===== config.mk =====
export PLATFORM = sky130hd
export DESIGN_NAME = seg_capture
export DESIGN_NICKNAME = d
export VERILOG_FILES = /design/src/rtl/seg_capture.sv
export SDC_FILE = /design/constraint.sdc
export NUM_CORES = 1
export LEC_CHECK = 0
export ABC_AREA = 0
export CAP_MARGIN = 25
export CORE_UTILIZATION = 54
export DETAILED_ROUTE_END_ITERATION = 16
export GPL_TIMING_DRIVEN = 0
export PLACE_DENSITY = 0.83
export SLEW_MARGIN = 20
export SYNTH_ARGS = -nofsm -noshare
export SYNTH_HDL_FRONTEND = slang
export SYNTH_SLANG_ARGS = --single-unit

===== constraint.sdc =====
create_clock -name clk -period 3.2 [get_ports clk]
set_input_delay 0.96 -clock clk [delete_from_list [all_inputs] [get_ports clk]]
set_output_delay 0.96 -clock clk [all_outputs]
set_load 0.01 [all_outputs]

===== src/rtl/seg_capture.sv =====
// Receive side of a scanned 7-segment bus: synchronises the segment and digit-select
// lines, waits for a stable window, then decodes and stores one value per digit.
module seg_capture #(
  parameter int N_DIG      = 4,
  parameter int STABLE_CYC = 4
) (
  input  logic               clk,
  input  logic               rst_n,
  input  logic [7:0]         i_seg,
  input  logic [N_DIG-1:0]   i_an,
  output logic [4*N_DIG-1:0] o_digit,
  output logic [N_DIG-1:0]   o_valid,
  output logic               o_update,
  output logic               o_err,
  output logic [2:0]         o_idx
);

  typedef enum logic [1:0] {IDLE, SETTLE, ACCEPT, HOLD} state_t;

  state_t state, state_next;
  logic [7:0] cnt, cnt_next;
  logic       accept;

  logic [7:0]       seg_s1, seg_s2, seg_prev;
  logic [N_DIG-1:0] an_s1, an_s2, an_prev;
  logic [N_DIG-1:0] an_low;
  logic             an_ok, changed;
  logic [2:0]       sel_idx;
  logic [4:0]       dec;

  // Decoded {ok, value} for the exact wire pattern (active-low segments).
  function automatic logic [4:0] decode(input logic [7:0] seg);
    case (seg)
      8'h02:   decode = {1'b1, 4'd0};
      8'h9F:   decode = {1'b1, 4'd1};
      8'h25:   decode = {1'b1, 4'd2};
      8'h0D:   decode = {1'b1, 4'd3};
      8'h99:   decode = {1'b1, 4'd4};
      8'h49:   decode = {1'b1, 4'd5};
      8'h41:   decode = {1'b1, 4'd6};
      8'h1F:   decode = {1'b1, 4'd7};
      8'h00:   decode = {1'b1, 4'd8};
      default: decode = {1'b0, 4'd0};
    endcase
  endfunction

  // Idle bus level is all-ones, so synchronisers and the previous sample reset there.
  always_ff @(posedge clk or negedge rst_n) begin
    if (!rst_n) begin
      seg_s1   <= '1;
      seg_s2   <= '1;
      seg_prev <= '1;
      an_s1    <= '1;
      an_s2    <= '1;
      an_prev  <= '1;
    end else begin
      // NOTE: non-blocking assignments make each stage take the old value of the one before it.
      seg_s1   <= i_seg;
      seg_s2   <= seg_s1;
      seg_prev <= seg_s2;
      an_s1    <= i_an;
      an_s2    <= an_s1;
      an_prev  <= an_s2;
    end
  end

  assign an_low  = ~an_s2;
  assign an_ok   = (an_low != '0) && ((an_low & (an_low - N_DIG'(1))) == '0);
  assign changed = {an_s2, seg_s2} != {an_prev, seg_prev};
  assign dec     = decode(seg_s2);

  always_comb begin
    sel_idx = '0;
    for (int k = 0; k < N_DIG; k++) begin
      if (!an_s2[k]) sel_idx = 3'(k);
    end
  end

  always_ff @(posedge clk or negedge rst_n) begin
    if (!rst_n) begin
      state <= IDLE;
      cnt   <= '0;
    end else begin
      state <= state_next;
      cnt   <= cnt_next;
    end
  end

  always_comb begin
    // NOTE: defaults first so every path assigns every signal and no latch is inferred.
    state_next = state;
    cnt_next   = cnt;
    accept     = 1'b0;
    case (state)
      IDLE: begin
        if (an_ok) begin
          state_next = SETTLE;
          cnt_next   = 8'd1;
        end
      end
      SETTLE: begin
        if (changed) begin
          state_next = an_ok ? SETTLE : IDLE;
          cnt_next   = an_ok ? 8'd1 : 8'd0;
        end else if (cnt >= 8'(STABLE_CYC - 1)) begin
          // The sample completing the window decides here; the pulse is registered.
          state_next = ACCEPT;
          cnt_next   = 8'(STABLE_CYC);
          accept     = 1'b1;
        end else begin
          cnt_next = cnt + 8'd1;
        end
      end
      ACCEPT, HOLD: begin
        if (changed) begin
          state_next = an_ok ? SETTLE : IDLE;
          cnt_next   = an_ok ? 8'd1 : 8'd0;
        end else begin
          state_next = HOLD;
        end
      end
      default: begin
        state_next = IDLE;
        cnt_next   = '0;
      end
    endcase
  end

  always_ff @(posedge clk or negedge rst_n) begin
    if (!rst_n) begin
      // NOTE: the stored digit slots are reset too, since every output must read 0 in reset.
      o_digit  <= '0;
      o_valid  <= '0;
      o_update <= 1'b0;
      o_err    <= 1'b0;
      o_idx    <= '0;
    end else begin
      o_update <= 1'b0;
      o_err    <= 1'b0;
      if (accept) begin
        o_idx <= sel_idx;
        for (int k = 0; k < N_DIG; k++) begin
          if (sel_idx == 3'(k)) begin
            if (dec[4]) begin
              o_digit[4*k +: 4] <= dec[3:0];
              o_valid[k]        <= 1'b1;
            end else begin
              o_valid[k] <= 1'b0;
            end
          end
        end
        o_update <= dec[4];
        o_err    <= ~dec[4];
      end
    end
  end

endmodule


==> results.sh <==
export IMPL_status="finished clean"
export IMPL_syn_cell_area_mm2=0.00299
export IMPL_grt_pass1_wl_um=9070
export IMPL_dpl_cell_area_mm2=0.00348
export IMPL_core_mm2=0.00524
export IMPL_hold_viol_final=0
export IMPL_viasPerCell=5.42
export IMPL_drive_above_1_share_pct=26.6
export IMPL_synth_async_reset_ratio_pct=100
export IMPL_start_util_pct=57.2
export IMPL_worstSetupEndpointType="flop"
export IMPL_insertion_delay_ns=0.34
export IMPL_grt_util_all_layers_pct=20.5
export IMPL_diodes=0
export IMPL_setup_violations=0
export IMPL_synth_top_cell_area_share_pct=31.6
export IMPL_fin_nets=292
export IMPL_ys_ff_latch=70
export IMPL_p_leak_nw=1.52
export IMPL_synth_edf_count=0
export IMPL_finalInstanceArea_mm2=0.00366
export IMPL_numCtsBuffers=9
export IMPL_start_kind="flop"
export IMPL_drv_slew=0
export IMPL_antenna_found_initial=0
export IMPL_grt_pass1_vias=1912
export IMPL_drtIter0Drc=93
export IMPL_drt_wl_total_um=5440
export IMPL_cts_setup_buffers=0
export IMPL_synth_nets=243
export IMPL_ir_drop_mv=0.393
export IMPL_synthCells=228
export IMPL_avgSynthCellArea_um2=13.1
export IMPL_vias=1909
export IMPL_synth_area_leaders="dfstp_2, dfrtp_1, xor2_1, a21oi_4, mux2i_1"
export IMPL_area_growth_pct=22.3
export IMPL_power_per_cell_area_mw_per_mm2=463
export IMPL_root_buffer="clkbuf_8"
export IMPL_fmax_ghz=0.393
export IMPL_fin_crit_sh_pct=79.5
export IMPL_h_tree_depth=3
export IMPL_cts_tree="built"
export IMPL_ys_warnings_count=0
export IMPL_cts_buffer_depth=2
export IMPL_num_rows=26
export IMPL_ys_flop_type="dfstp_2"
export IMPL_cp_max_fo=9
export IMPL_slew_headroom_pct=48.6
export IMPL_worst_pin_slew_ns=0.765
export IMPL_ys_seq_area_share_pct=60.0
export IMPL_dr_pass1_iters=4
export IMPL_routedWlPerCell_um=15.5
export IMPL_ys_types=50
export IMPL_synth_area_leader_cell="dfstp_2"
export IMPL_crit_type="reg -> reg"
export IMPL_hold_class="reg -> reg"
export IMPL_place_gp_congestion=0.799
export IMPL_cp_arrival_ns=2.77
export IMPL_finalCriticalPeriod_ns=2.54
export IMPL_fin_skew_ns=0.0135
export IMPL_cts_clk_slew_worst_paths_ns=0.07
export IMPL_cts_hold_buf=0
export IMPL_drv_cap=0
export IMPL_die_x_um=76.5
export IMPL_drc=0
export IMPL_cp_required_ns=3.43
export IMPL_cts_resized=0
export IMPL_portBuffers=37
export IMPL_die_y_um=76.5
export IMPL_dieArea_mm2=0.00585
export IMPL_dp_hpwl_um=3660
export IMPL_fin_total_pwr_mw=1.69
export IMPL_rsz0062_at_grt="false"
export IMPL_antenna_left=0
export IMPL_grt_start_max_net_pins=48
export IMPL_io_pins=39
export IMPL_grt_overflow=0
export IMPL_clock_sinks=70
## area by class of cell
class	count	area [um^2]
Buffer	6	35.0
Clock buffer	13	159
Clock inverter	3	18.8
Fill cell	385	1580
Inverter	10	37.5
Multi-Input combinational cell	142	1130
Sequential cell	70	1800
Tap cell	70	87.6
Timing Repair Buffer	38	395
## critical path, cell delays in order (launching register included)
cell      delay [ns]
dfstp_2         0.53
clkbuf_1        0.32
xor2_1          0.18
nor4_4          0.51
nand4_1         0.32
nor2_1          0.23
mux2_2          0.35
## placed cells by master (no fill, tap or decap), types with 5 or more instances in the layout
cell,synthesis,final
a21oi_4,5,5
dfstp_2,36,36
nor2_1,11,11
clkdlybuf4s50_1,0,36
inv_1,10,10
nand4_1,7,7
a21oi_1,11,11
o21ai_0,5,5
nand2b_1,7,7
clkbuf_8,0,11
clkbuf_1,3,5
xor2_1,14,14
dfrtp_1,34,34
nand2_1,7,7
nor3_1,6,6
mux2_1,6,6
mux2i_1,8,8
## power breakdown
group	switching (mW)	total, mW	internal, mW
logic	0.0636	0.108	0.0447
clock network	0.313	0.636	0.323
registers	0.0207	0.950	0.929
total	0.397	1.69	1.30
## cell usage after synthesis, types with 2 or more instances
| cell type | count |
|---|---|
| nor3_1 | 6 |
| nand3b_1 | 2 |
| a21o_1 | 4 |
| nand3_1 | 3 |
| clkbuf_1 | 3 |
| nand4b_1 | 3 |
| a211oi_1 | 4 |
| xor2_1 | 14 |
| a41oi_1 | 2 |
| a31oi_1 | 3 |
| mux2i_1 | 8 |
| mux2_2 | 2 |
| dfrtp_1 | 34 |
| and3_1 | 4 |
| inv_1 | 10 |
| and4b_1 | 2 |
| and2b_1 | 2 |
| o21ai_0 | 5 |
| a21oi_1 | 11 |
| dfstp_2 | 36 |
| mux2_4 | 2 |
| nand4_1 | 7 |
| nand2_1 | 7 |
| nor2_1 | 11 |
| nand2b_1 | 7 |
| nor4_2 | 2 |
| mux2_1 | 6 |
| a21oi_4 | 5 |
| nor2b_1 | 2 |
## cells by family (layout without fill, tap and decap cells)
logic type | count (synthesis) | count (layout) | share of synthesized area [%]
AND/OR/NAND/NOR | 69 | 69 | 15.0
adder cells (fa/ha/maj) | 1 | 1 | 0.418
flip-flops | 70 | 70 | 60.0
other | 1 | 1 | 0.125
multiplexers | 18 | 18 | 6.69
AO/OA/AOI/OAI | 39 | 39 | 11.3
buffers and inverters | 16 | 70 | 2.42
XOR/XNOR | 14 | 14 | 4.10
## layer usage
| metal | vias to the layer above | GRT usage [%] | routed length, um |
|---|---|---|---|
| met4 | 0 | 11.0 | 104 |
| met3 | 9 | 5.03 | 215 |
| li1 | 906 | - | - |
| met1 | 961 | 26.6 | 2490 |
| met5 | - | 0 | 0 |
| met2 | 33 | 31.9 | 2630 |
## sequential cells by signal, indices dropped and copies added (netlist names)
| signal | cells |
|---|---|
| o_digit | 16 |
| cnt | 8 |
| seg_prev | 8 |
| seg_s1 | 8 |
| seg_s2 | 8 |
| an_prev | 4 |
| an_s1 | 4 |
| an_s2 | 4 |
| o_valid | 4 |
| o_idx | 2 |
| state | 2 |
| o_err | 1 |
| o_update | 1 |
## final timing paths
kind | from | end | slack (ns) | depth (start not counted)
min in group asynchronous | rst_n | o_digit[10] | 0.52 | 1
max | an_s2[2] | o_valid[2] | 0.66 | 6
min reg2reg | seg_s1[1] | seg_s2[1] | 0.36 | 0
max in group asynchronous | rst_n | seg_prev[5] | 2.11 | 2
min | seg_s1[1] | seg_s2[1] | 0.36 | 0
max reg2reg | an_s2[2] | o_valid[2] | 0.66 | 6
## through the flow
step	setup TNS [ns]	std cells	setup WS, ns	hold slack [ns]	utilization [%]
finish	0	352	0.655	0.356	69.9
global route	0	352	0.481	0.359	69.9
CTS	0	352	0.644	0.357	69.8
detailed placement	0	336	0.675	0.347	66.4
global placement	-43.41	335	-1.01	0.345	65.9
floorplan	0	228	0.974	0.345	-
(Power assumes the default switching activity.)
